`src/rtl/msdf_pkg.sv`:
```
// Shared types and helpers for the MSDF online arithmetic controllers
// (multiplier now, divider/sqrt later).
package msdf_pkg;

  typedef enum logic [1:0] {
    IDLE = 2'd0,
    INIT = 2'd1,
    RUN  = 2'd2,
    DONE = 2'd3
  } ctrl_state_t;

  // Width needed to hold step numbers 0..n+delta-1.
  function automatic int msdf_cw(input int n, input int delta);
    return (n + delta > 1) ? $clog2(n + delta) : 1;
  endfunction

endpackage

```
`src/rtl/msdf_step_counter.sv`:
```
// Step counter k for the online controller: clear/enable, terminal count at
// k == N+DELTA-1, and the k >= DELTA / k >= N phase compares.
module msdf_step_counter
  import msdf_pkg::*;
#(
  parameter int N     = 9,
  parameter int DELTA = 3,
  parameter int CW    = msdf_cw(N, DELTA)
) (
  input  logic          clk,
  input  logic          rst,
  input  logic          clr,
  input  logic          en,
  output logic [CW-1:0] k,
  output logic          tc,
  output logic          ge_delta,
  output logic          ge_n
);

  localparam logic [CW-1:0] K_LAST  = CW'(N + DELTA - 1);
  localparam logic [CW-1:0] K_DELTA = CW'(DELTA);
  localparam logic [CW-1:0] K_N     = CW'(N);

  logic [CW-1:0] k_q, k_d;

  always_comb begin
    k_d = k_q;
    if (clr)     k_d = '0;
    else if (en) k_d = k_q + 1'b1;
  end

  always_ff @(posedge clk or negedge rst) begin
    if (!rst) k_q <= '0;
    else      k_q <= k_d;
  end

  assign k        = k_q;
  assign tc       = (k_q == K_LAST);
  assign ge_delta = (k_q >= K_DELTA);
  assign ge_n     = (k_q >= K_N);

endmodule

```
`src/rtl/msdf_online_ctrl.sv`:
```
// Control FSM for the MSDF serial-parallel online multiplier.
// Optional abort input enabled by defining MSDF_CTRL_ABORT_EN.
module msdf_online_ctrl
  import msdf_pkg::*;
#(
  parameter int N     = 9,
  parameter int DELTA = 3,
  parameter int CW    = msdf_cw(N, DELTA)
) (
  input  logic          clk,
  input  logic          rst,
  input  logic          start,
  input  logic          in_valid,
  input  logic          out_ready,
`ifdef MSDF_CTRL_ABORT_EN
  input  logic          abort,
`endif
  output logic          in_ready,
  output logic          out_valid,
  output logic          load_reg_wc,
  output logic          load_reg_ws,
  output logic          load_pj,
  output logic          zero_pad,
  output logic [CW-1:0] digit_idx,
  output logic          last_zj,
  output logic          busy,
  output logic          done
);

  if (DELTA < 1 || DELTA > N) begin : g_bad_delta
    $error("msdf_online_ctrl: DELTA must satisfy 1 <= DELTA <= N");
  end

  ctrl_state_t   state_q, state_d;
  logic [CW-1:0] k;
  logic          tc, ge_delta, ge_n;
  logic          abort_i;
  logic          run, need_in, has_out, step_en, cnt_clr, cnt_en;

`ifdef MSDF_CTRL_ABORT_EN
  assign abort_i = abort;
`else
  assign abort_i = 1'b0;
`endif

  msdf_step_counter #(
    .N     (N),
    .DELTA (DELTA),
    .CW    (CW)
  ) u_step (
    .clk      (clk),
    .rst      (rst),
    .clr      (cnt_clr),
    .en       (cnt_en),
    .k        (k),
    .tc       (tc),
    .ge_delta (ge_delta),
    .ge_n     (ge_n)
  );

  always_comb begin
    run     = (state_q == RUN);
    need_in = run && !ge_n;
    has_out = run && ge_delta;
    step_en = run && (!need_in || in_valid) && (!has_out || out_ready);

    in_ready    = need_in && (!has_out || out_ready);
    out_valid   = has_out && (!need_in || in_valid);
    zero_pad    = run && ge_n;
    load_pj     = step_en && has_out;
    last_zj     = out_valid && tc;
    load_reg_wc = (state_q == INIT);
    load_reg_ws = (state_q == INIT);
    busy        = (state_q == INIT) || run;
    done        = (state_q == DONE);
    digit_idx   = run ? k : '0;

    // k is held at zero outside RUN, so INIT always hands RUN a cleared counter.
    cnt_en  = step_en;
    cnt_clr = !run || abort_i || (step_en && tc);

    state_d = state_q;
    case (state_q)
      IDLE:    if (start) state_d = INIT;
      INIT:    state_d = abort_i ? IDLE : RUN;
      RUN: begin
        if (abort_i)            state_d = IDLE;
        else if (step_en && tc) state_d = DONE;
      end
      DONE:    state_d = start ? INIT : IDLE;
      default: state_d = IDLE;
    endcase
  end

  always_ff @(posedge clk or negedge rst) begin
    if (!rst) state_q <= IDLE;
    else      state_q <= state_d;
  end

endmodule

```
`config.mk`:
```
export PLATFORM = sky130hd
export DESIGN_NAME = msdf_online_ctrl
export DESIGN_NICKNAME = d
export VERILOG_FILES = /design/src/rtl/msdf_pkg.sv /design/src/rtl/msdf_step_counter.sv /design/src/rtl/msdf_online_ctrl.sv
export SDC_FILE = /design/constraint.sdc
export NUM_CORES = 1
export LEC_CHECK = 0
export CAP_MARGIN = 20
export CORE_MARGIN = 2
export CORE_UTILIZATION = 44
export CTS_CLUSTER_SIZE = 25
export DETAILED_ROUTE_END_ITERATION = 6
export PLACE_DENSITY = 0.79
export SLEW_MARGIN = 5
export SYNTH_ARGS = -nofsm -noshare
export SYNTH_HDL_FRONTEND = slang
export SYNTH_SLANG_ARGS = --single-unit
export TNS_END_PERCENT = 100
```
`constraint.sdc`:
```
create_clock -name clk -period 2.5 [get_ports clk]
set_input_delay 0.5 -clock clk [delete_from_list [all_inputs] [get_ports clk]]
set_output_delay 0.5 -clock clk [all_outputs]
set_load 0.1 [all_outputs]
```
==> Yosys cells after proc, flatten, opt, wreduce, memory -nomap -nowiden <==
Index checks and enable logic that the tools add are counted.
{ "classes": {"bitwise": 0, "n_shift": 0, "eq_ne": 6, "n_mux": 7, "multipliers": 0, "order_cmp": 2, "n_reduce_logical": 21, "div": 0, "add_sub_neg": 1} }
{ "op_table": {"columns": ["op", "n"], "rows": [
  ["two-way mux 4 bit", 3],
  ["logical AND 1 bit", 10],
  ["one-hot mux 2 bit (4 select lines)", 1],
  ["adder 4 x 1 -> 4 bit, second input constant", 1],
  ["== test 2 bit, second input constant", 2],
  ["== test 4 bit, second input constant", 1],
  ["greater-or-equal comparator 4 x 2 -> 1 bit, second input constant", 1],
  ["greater-or-equal comparator 4 bit, second input constant", 1],
  ["logical NOT 1 bit", 4],
  ["logical OR 1 bit", 4],
  ["two-way mux 2 bit", 2],
  ["== test 2 x 1 -> 1 bit, second input constant", 1],
  ["logical NOT 2 bit", 1],
  ["!= test 2 x 1 -> 1 bit, second input constant", 1],
  ["!= test 2 bit, second input constant", 1],
  ["AND reduction 2 bit", 1],
  ["nonzero test 2 bit", 1],
  ["two-way mux 1 bit", 1]
]} }
{ "totals": {"out_inout_bits": 13, "memories": 0, "latch_bits": 0, "inputBits": 5, "ff_bits": 6, "mem_bits_rw": 0, "mem_bits_ro": 0} }

==> Logic depth before layout (Yosys ltp) <==
Gate-level depths: netlist of the first run.
{ "logic_depth": {"ltp_word": 10, "depth_mapped": 6, "ltp_nobuf": 6} }

==> By module <==
Synthesis of the first run repeated with hierarchy kept, for this count alone.
{ "unflattened": {"hier_cells": 58, "hier_area_um2": 538.0} }
{ "by_module_without_submodules": {"columns": ["mod", "seq_area_each_um2", "n_inst", "cells_each", "area_per_inst_um2"], "rows": [
  ["msdf_online_ctrl", 50.0, 1, 34, 285.3],
  ["msdf_step_counter", 100.1, 1, 24, 252.7]
]} }

==> Worst setup path after synthesis of the first run <==
No wires, ideal clock.
{ "synth_timing": {"kind": "register -> output", "startpoint": "register u_step.k_q[0] (netlist: u_step.k[0])", "endpoint": "output port load_pj", "arrival_time_ps": 3367, "slack_ps": -1367, "stages_incl_launch_ff": 7, "required_time_ps": 2000, "path_cell_list": "dfrtp_1 > inv_1 > ha_1 > or3b_4 > a211o_1 > nand2_1 > nor3b_1"} }
{ "synth_between": {"elab_chain_cells": 8, "elab_cells_between_ends": 12, "classes_between": "order compare (2); reduce/logical (10)"} }
{ "synth_rtl": {"columns": ["item", "line", "rtl"], "rows": [
  ["from (decl)", "msdf_step_counter.sv:24", "logic [CW-1:0] k_q, k_d;"],
  ["from (signal assigned)", "msdf_step_counter.sv:34", "else k_q <= k_d;"],
  ["greater-or-equal comparator 4 bit", "msdf_step_counter.sv:40", "assign ge_n = (k_q >= K_N);"],
  ["logical NOT 1 bit", "msdf_online_ctrl.sv:63", "need_in = run && !ge_n;"],
  ["logical AND 1 bit", "msdf_online_ctrl.sv:63", null],
  ["logical NOT 1 bit", "msdf_online_ctrl.sv:65", "step_en = run && (!need_in || in_valid) && (!has_out || out_ready);"],
  ["logical OR 1 bit", "msdf_online_ctrl.sv:65", null],
  ["logical AND 1 bit (2 in a row)", "msdf_online_ctrl.sv:65", null],
  ["logical AND 1 bit *", "msdf_online_ctrl.sv:70", "load_pj = step_en && has_out;"],
  ["to (decl)", "msdf_online_ctrl.sv:22", "output logic load_pj,"]
]} }
Mark *: on every way between the ends. The rest lies on a longest branch, timed or not.

==> Worst setup path in the final report of the first run <==
Ends and elaborated chain as after synthesis.

==> flow_summary.json, run 1 <==
{
  "max_freq_mhz": 404,
  "cap_violations": 0,
  "crit_path_start": "u_step.k[0]",
  "avgSynthCellArea_um2": 8.68,
  "drt-initial-drc-count": 17,
  "grt_pass1_wl_um": 2390,
  "pwr-share-seq": 0.130,
  "syn-cell-area_um2": 582,
  "grt_usage": 0.229,
  "tightest_slew_ns": 0.370,
  "skew_ns": 0.00563,
  "finalPower_mw": 1.21,
  "met2_wirelength_um": 759,
  "hold_class": "in -> async",
  "cts_buffers": 3,
  "antennaDiodeCount": 0,
  "area_growth_pct": 61.7,
  "power.density_nw_per_um2": 1280,
  "max-vdd-ir-drop_uv": 1240,
  "synth_nets": 80,
  "die_area_um2": 1630,
  "swShare": 0.606,
  "cts_root_buf": "clkbuf_4",
  "cts_buffer_depth": 2,
  "setup_violations": 0,
  "clk_latency_ns": 0.25,
  "cp_data_required_time_ns": 2.00,
  "grt_setup_unrepaired": "true",
  "numPortBuffers": 17,
  "stdcell_count": 104,
  "floorplan.die.height_um": 40.4,
  "synth_commonest_cells": "ha_1, dfrtp_1, nand2_1, inv_1, nor2_1",
  "combPwrFrac": 0.797,
  "viasPerCell": 5.60,
  "yosys_warnings": 0,
  "numClockSinks": 6,
  "pre_cts_slack_ns": 0.150,
  "drv_slew": 0,
  "top_layer": "met4",
  "endpoint": "load_pj",
  "fp.dieW_um": 40.4,
  "cts-hold-fix-buffers": 0,
  "synth_top_cell_by_area": "dfrtp_1",
  "initial_core_util": 0.459,
  "yosysMostFrequentCell": "ha_1",
  "first_global_vias": 573,
  "h-tree-depth": 1,
  "leakagePower_nw": 0.417,
  "crit_path_end_kind": "primary output",
  "criticalPathCategory": "reg -> out",
  "setup_slack_ns": 0.0277,
  "seq_area_frac_synth": 0.258,
  "intPower_mw": 0.476,
  "r2r_end": "state_q[1]",
  "grt_max_degree": 10,
  "wl_met1_um": 571,
  "wl_per_cell_um": 14.3,
  "dp_cells": 98,
  "place_congestion": 0.894,
  "multiInputGateArea_um2": 444,
  "synth_cell_types": 31,
  "drive_gt1_frac": 0.427,
  "core-area_um2": 1270,
  "routed_wl_um": 1490,
  "antenna_found_initial": 0,
  "synth_ff_type": "dfrtp_1",
  "hold_viol_final": 0,
  "first_pass_iters": 4,
  "ys_seq_elements": 6,
  "worstPathArrival_ns": 1.97,
  "ios": 18,
  "final_antenna_net_count": 0,
  "wl_met3_um": 111,
  "synth_top_area_frac": 0.258,
  "nets": 104,
  "hold_ws_ns": 0.484,
  "status": "complete, no violations",
  "grt-ovfl-total": 0,
  "reg2reg_depth": 6,
  "syn_inst": 67,
  "synth_edf_count": 0,
  "slew_headroom": 0.751,
  "p_clk_frac": 0.073,
  "reg2reg_setup_slack_ns": 0.42,
  "cp_max_fo": 3,
  "hpwlAfterDp_um": 1120,
  "switchingPower_mw": 0.732,
  "drc": 0,
  "vias": 582,
  "num_rows": 13,
  "cp-start-kind": "flip-flop",
  "synth_area_leaders": "dfrtp_1, ha_1, nand2_1",
  "path_clk_slew_ns": 0.05,
  "cts_tree": "built",
  "regArea_um2": 150,
  "fin_crit_sh": 0.989,
  "fillers": 106,
  "timing.rr.start": "u_step.k[0]",
  "synthArstFlopShare": 1.00,
  "post-route-min-period_ns": 2.47
}
## metal layers
layer  vias to the layer above  track usage
li1                        283            -
met1                       264        0.258
met2                        31        0.377
met3                         4       0.0667
met4                         0        0.133
met5                         -            0
## cell families (layout without fill, tap and decap cells)
group | after synthesis | in the layout | synth area share
DFF | 6 | 6 | 0.258
buffers and inverters | 8 | 30 | 0.0602
adders and majority gates | 8 | 8 | 0.172
AOI/OAI and AO/OA | 15 | 15 | 0.194
and+or+nand+nor | 29 | 29 | 0.290
muxes | 1 | 1 | 0.0258
## cell type report
type	instances	area share
tap	15	0.0199
clock buffer	3	0.0239
timing repair buffer	21	0.298
inverter	6	0.0266
multi-input combinational	53	0.472
sequential	6	0.160
## power by group through the flow
stage / sequential (mW) / clock (mW) / combinational (mW)
floorplan: 0.152 / 0 / 0.739
global placement: 0.161 / 0 / 0.890
detailed placement: 0.163 / 0 / 0.906
CTS: 0.159 / 0.0934 / 0.929
global route: 0.161 / 0.0991 / 1.01
finish: 0.157 / 0.0887 / 0.963
## sequential cells by signal (all words and copies together), names as in the netlist
name	flops
state_q	2
u_step.k	4
## per-stage QoR
step	instance area, um^2	util	setup TNS (ns)
global route	941	0.742	-0.0829
CTS	913	0.720	0
global placement	873	0.688	0
detailed placement	873	0.688	0
floorplan	609	-	-0.508
finish	941	0.742	0
## worst max-delay path, cell delays in order, from the launching register on
cell	delay, ns
dfrtp_1	0.40
inv_2	0.10
ha_4	0.14
or3b_4	0.40
a211o_1	0.34
nand2_2	0.11
nor3b_2	0.07
buf_12	0.18
## how the worst min path moves through the flow
stage | slack, ns | endpoint
floorplan | 0.20 | state_q[0]
global placement | 0.57 | u_step.k[0]
detailed placement | 0.58 | u_step.k[1]
CTS | 0.48 | u_step.k[0]
global route | 0.49 | u_step.k[2]
finish | 0.48 | u_step.k[2]
## repair_timing
action                                  CTS  global route
resized for setup                         2             6
buffers inserted                          2             1
endpoints found under the setup margin    2             2
pin swaps                                 1             2
endpoints found under the hold margin     0             0
## cell usage in the layout, fill, tap and decap left out, types with 2 or more instances in the layout
cell,Yosys,final
o21ai_0,4,4
clkdlybuf4s50_1,0,4
nor2_1,5,3
clkbuf_4,0,3
nand2_1,6,5
nand2b_1,3,3
nand3b_1,2,2
buf_12,0,9
ha_2,0,2
buf_4,1,8
ha_1,8,5
a21oi_1,3,2
nor2_2,0,2
dfrtp_1,6,6
inv_2,1,2
and2_1,2,2
inv_1,5,3
Power figures use the tool's default switching activity.
==> run 2: changes to the inputs <==
==> constraint.sdc (replaced) <==
create_clock -name clk -period 2.4 [get_ports clk]
set_input_delay 0.48 -clock clk [delete_from_list [all_inputs] [get_ports clk]]
set_output_delay 0.48 -clock clk [all_outputs]
set_load 0.1 [all_outputs]
==> flow_summary.json, run 2 (synthesis gave the netlist of run 1 again) <==
{
  "criticalPathCategory": "reg -> out",
  "routed_wl_um": 1620,
  "antennaDiodeCount": 0,
  "postLayoutCoreUtil": 0.799,
  "tightest_slew_ns": 0.430,
  "final_antenna_net_count": 0,
  "area_growth_pct": 74.2,
  "status": "complete, but fails checks",
  "fin_crit_sh": 1.03,
  "cts_root_buf": "clkbuf_4",
  "grt_max_degree": 9,
  "drive_gt1_frac": 0.453,
  "grt-ovfl-total": 0,
  "largest_reg_flops": 4,
  "stdcell_count": 110,
  "path_clk_slew_ns": 0.04,
  "clk_latency_ns": 0.24,
  "reg2reg_depth": 9,
  "cp-start-kind": "flip-flop",
  "crit_path_start": "u_step.k[0]",
  "hold_viol_final": 0,
  "cp_max_fo": 4,
  "drv_slew": 0,
  "mostFrequentLayoutCell": "buf_4",
  "hpwlAfterDp_um": 1110,
  "finalPower_mw": 1.38,
  "cts_tree": "built",
  "crit_path_end_kind": "primary output",
  "drc": 0,
  "max_freq_mhz": 404,
  "antenna_found_initial": 0,
  "h-tree-depth": 1,
  "cts-hold-fix-buffers": 0,
  "cts_buffer_depth": 2,
  "nets": 110,
  "post-route-min-period_ns": 2.48,
  "setup-tns-final_ns": -0.161,
  "wl_per_cell_um": 14.7,
  "first_global_vias": 547,
  "setup_violations": 3,
  "power.density_nw_per_um2": 1360,
  "place_congestion": 0.901,
  "max-vdd-ir-drop_uv": 1920,
  "core-area_um2": 1270,
  "floorplan.die.height_um": 40.4,
  "first_pass_iters": 4,
  "dp_cells": 100,
  "drt-initial-drc-count": 24,
  "post_dp_cell_area_um2": 910,
  "hold_class": "in -> async",
  "fillers": 80,
  "slew_headroom": 0.711,
  "skew_ns": 0.00299,
  "ios": 18,
  "numPortBuffers": 17,
  "grt_pass1_wl_um": 2230,
  "grt_usage": 0.222,
  "fp.dieW_um": 40.4,
  "worstPathArrival_ns": 2.00,
  "reg2reg_setup_slack_ns": 0.17,
  "num_rows": 13,
  "viasPerCell": 5.74,
  "initial_core_util": 0.459,
  "layout_common_cells": "buf_4, buf_12, ha_1",
  "vias": 631,
  "pre_cts_slack_ns": 0.0445,
  "hold_ws_ns": 0.468,
  "die_area_um2": 1630,
  "r2r_end": "state_q[1]",
  "cap_violations": 0,
  "post-route-cell-area_um2": 1010,
  "numClockSinks": 6,
  "grt_setup_unrepaired": "true",
  "violations": "negative setup slack",
  "cp_data_required_time_ns": 1.92,
  "leakagePower_nw": 0.464,
  "cts_buffers": 3,
  "setup_slack_ns": -0.0777,
  "timing.rr.start": "u_step.k[0]"
}
run 2: worst max path at each step:
stage	depth (start not counted)	endpoint
2_1_floorplan	4	digit_idx[0]
3_3_place_gp	7	load_pj
3_5_place_dp	7	load_pj
4_1_cts	7	load_pj
5_1_grt	7	load_pj
6_report	7	load_pj
run 2: layer usage:
layer / share of wire / vias to the layer above / GRT usage
met2: 0.54 / 30 / 0.349
met5: 0 / - / 0
li1: - / 295 / -
met1: 0.36 / 300 / 0.244
met4: 0.035 / 0 / 0.225
met3: 0.064 / 6 / 0.0333
run 2: final cells by class:
cell class | count | area [um^2] | share of cell area
Multi-Input combinational cell | 53 | 460 | 0.454
Timing Repair Buffer | 27 | 338 | 0.333
Sequential cell | 6 | 151 | 0.149
Clock buffer | 3 | 22.5 | 0.0222
Inverter | 6 | 22.5 | 0.0222
Tap cell | 15 | 18.8 | 0.0185
run 2: timing repair:
| item | in CTS | in global routing |
|---|---|---|
| endpoints found under the setup margin | 2 | 3 |
| buffers inserted | 2 | 5 |
| gates resized for setup | 1 | 7 |
| cloned | 0 | 0 |
| pin swaps | 1 | 5 |
run 2: critical path: stages (launching register included):
cell and delay (ns):
dfrtp_2 0.44, inv_2 0.10, ha_4 0.13, or3b_4 0.38
a211o_1 0.34, nand2_2 0.14, nor3b_4 0.06, buf_12 0.16
run 2: report_power, final:
group	switching, mW	internal (mW)
Sequential	0.0388	0.132
Combinational	0.721	0.395
Clock	0.0319	0.0562
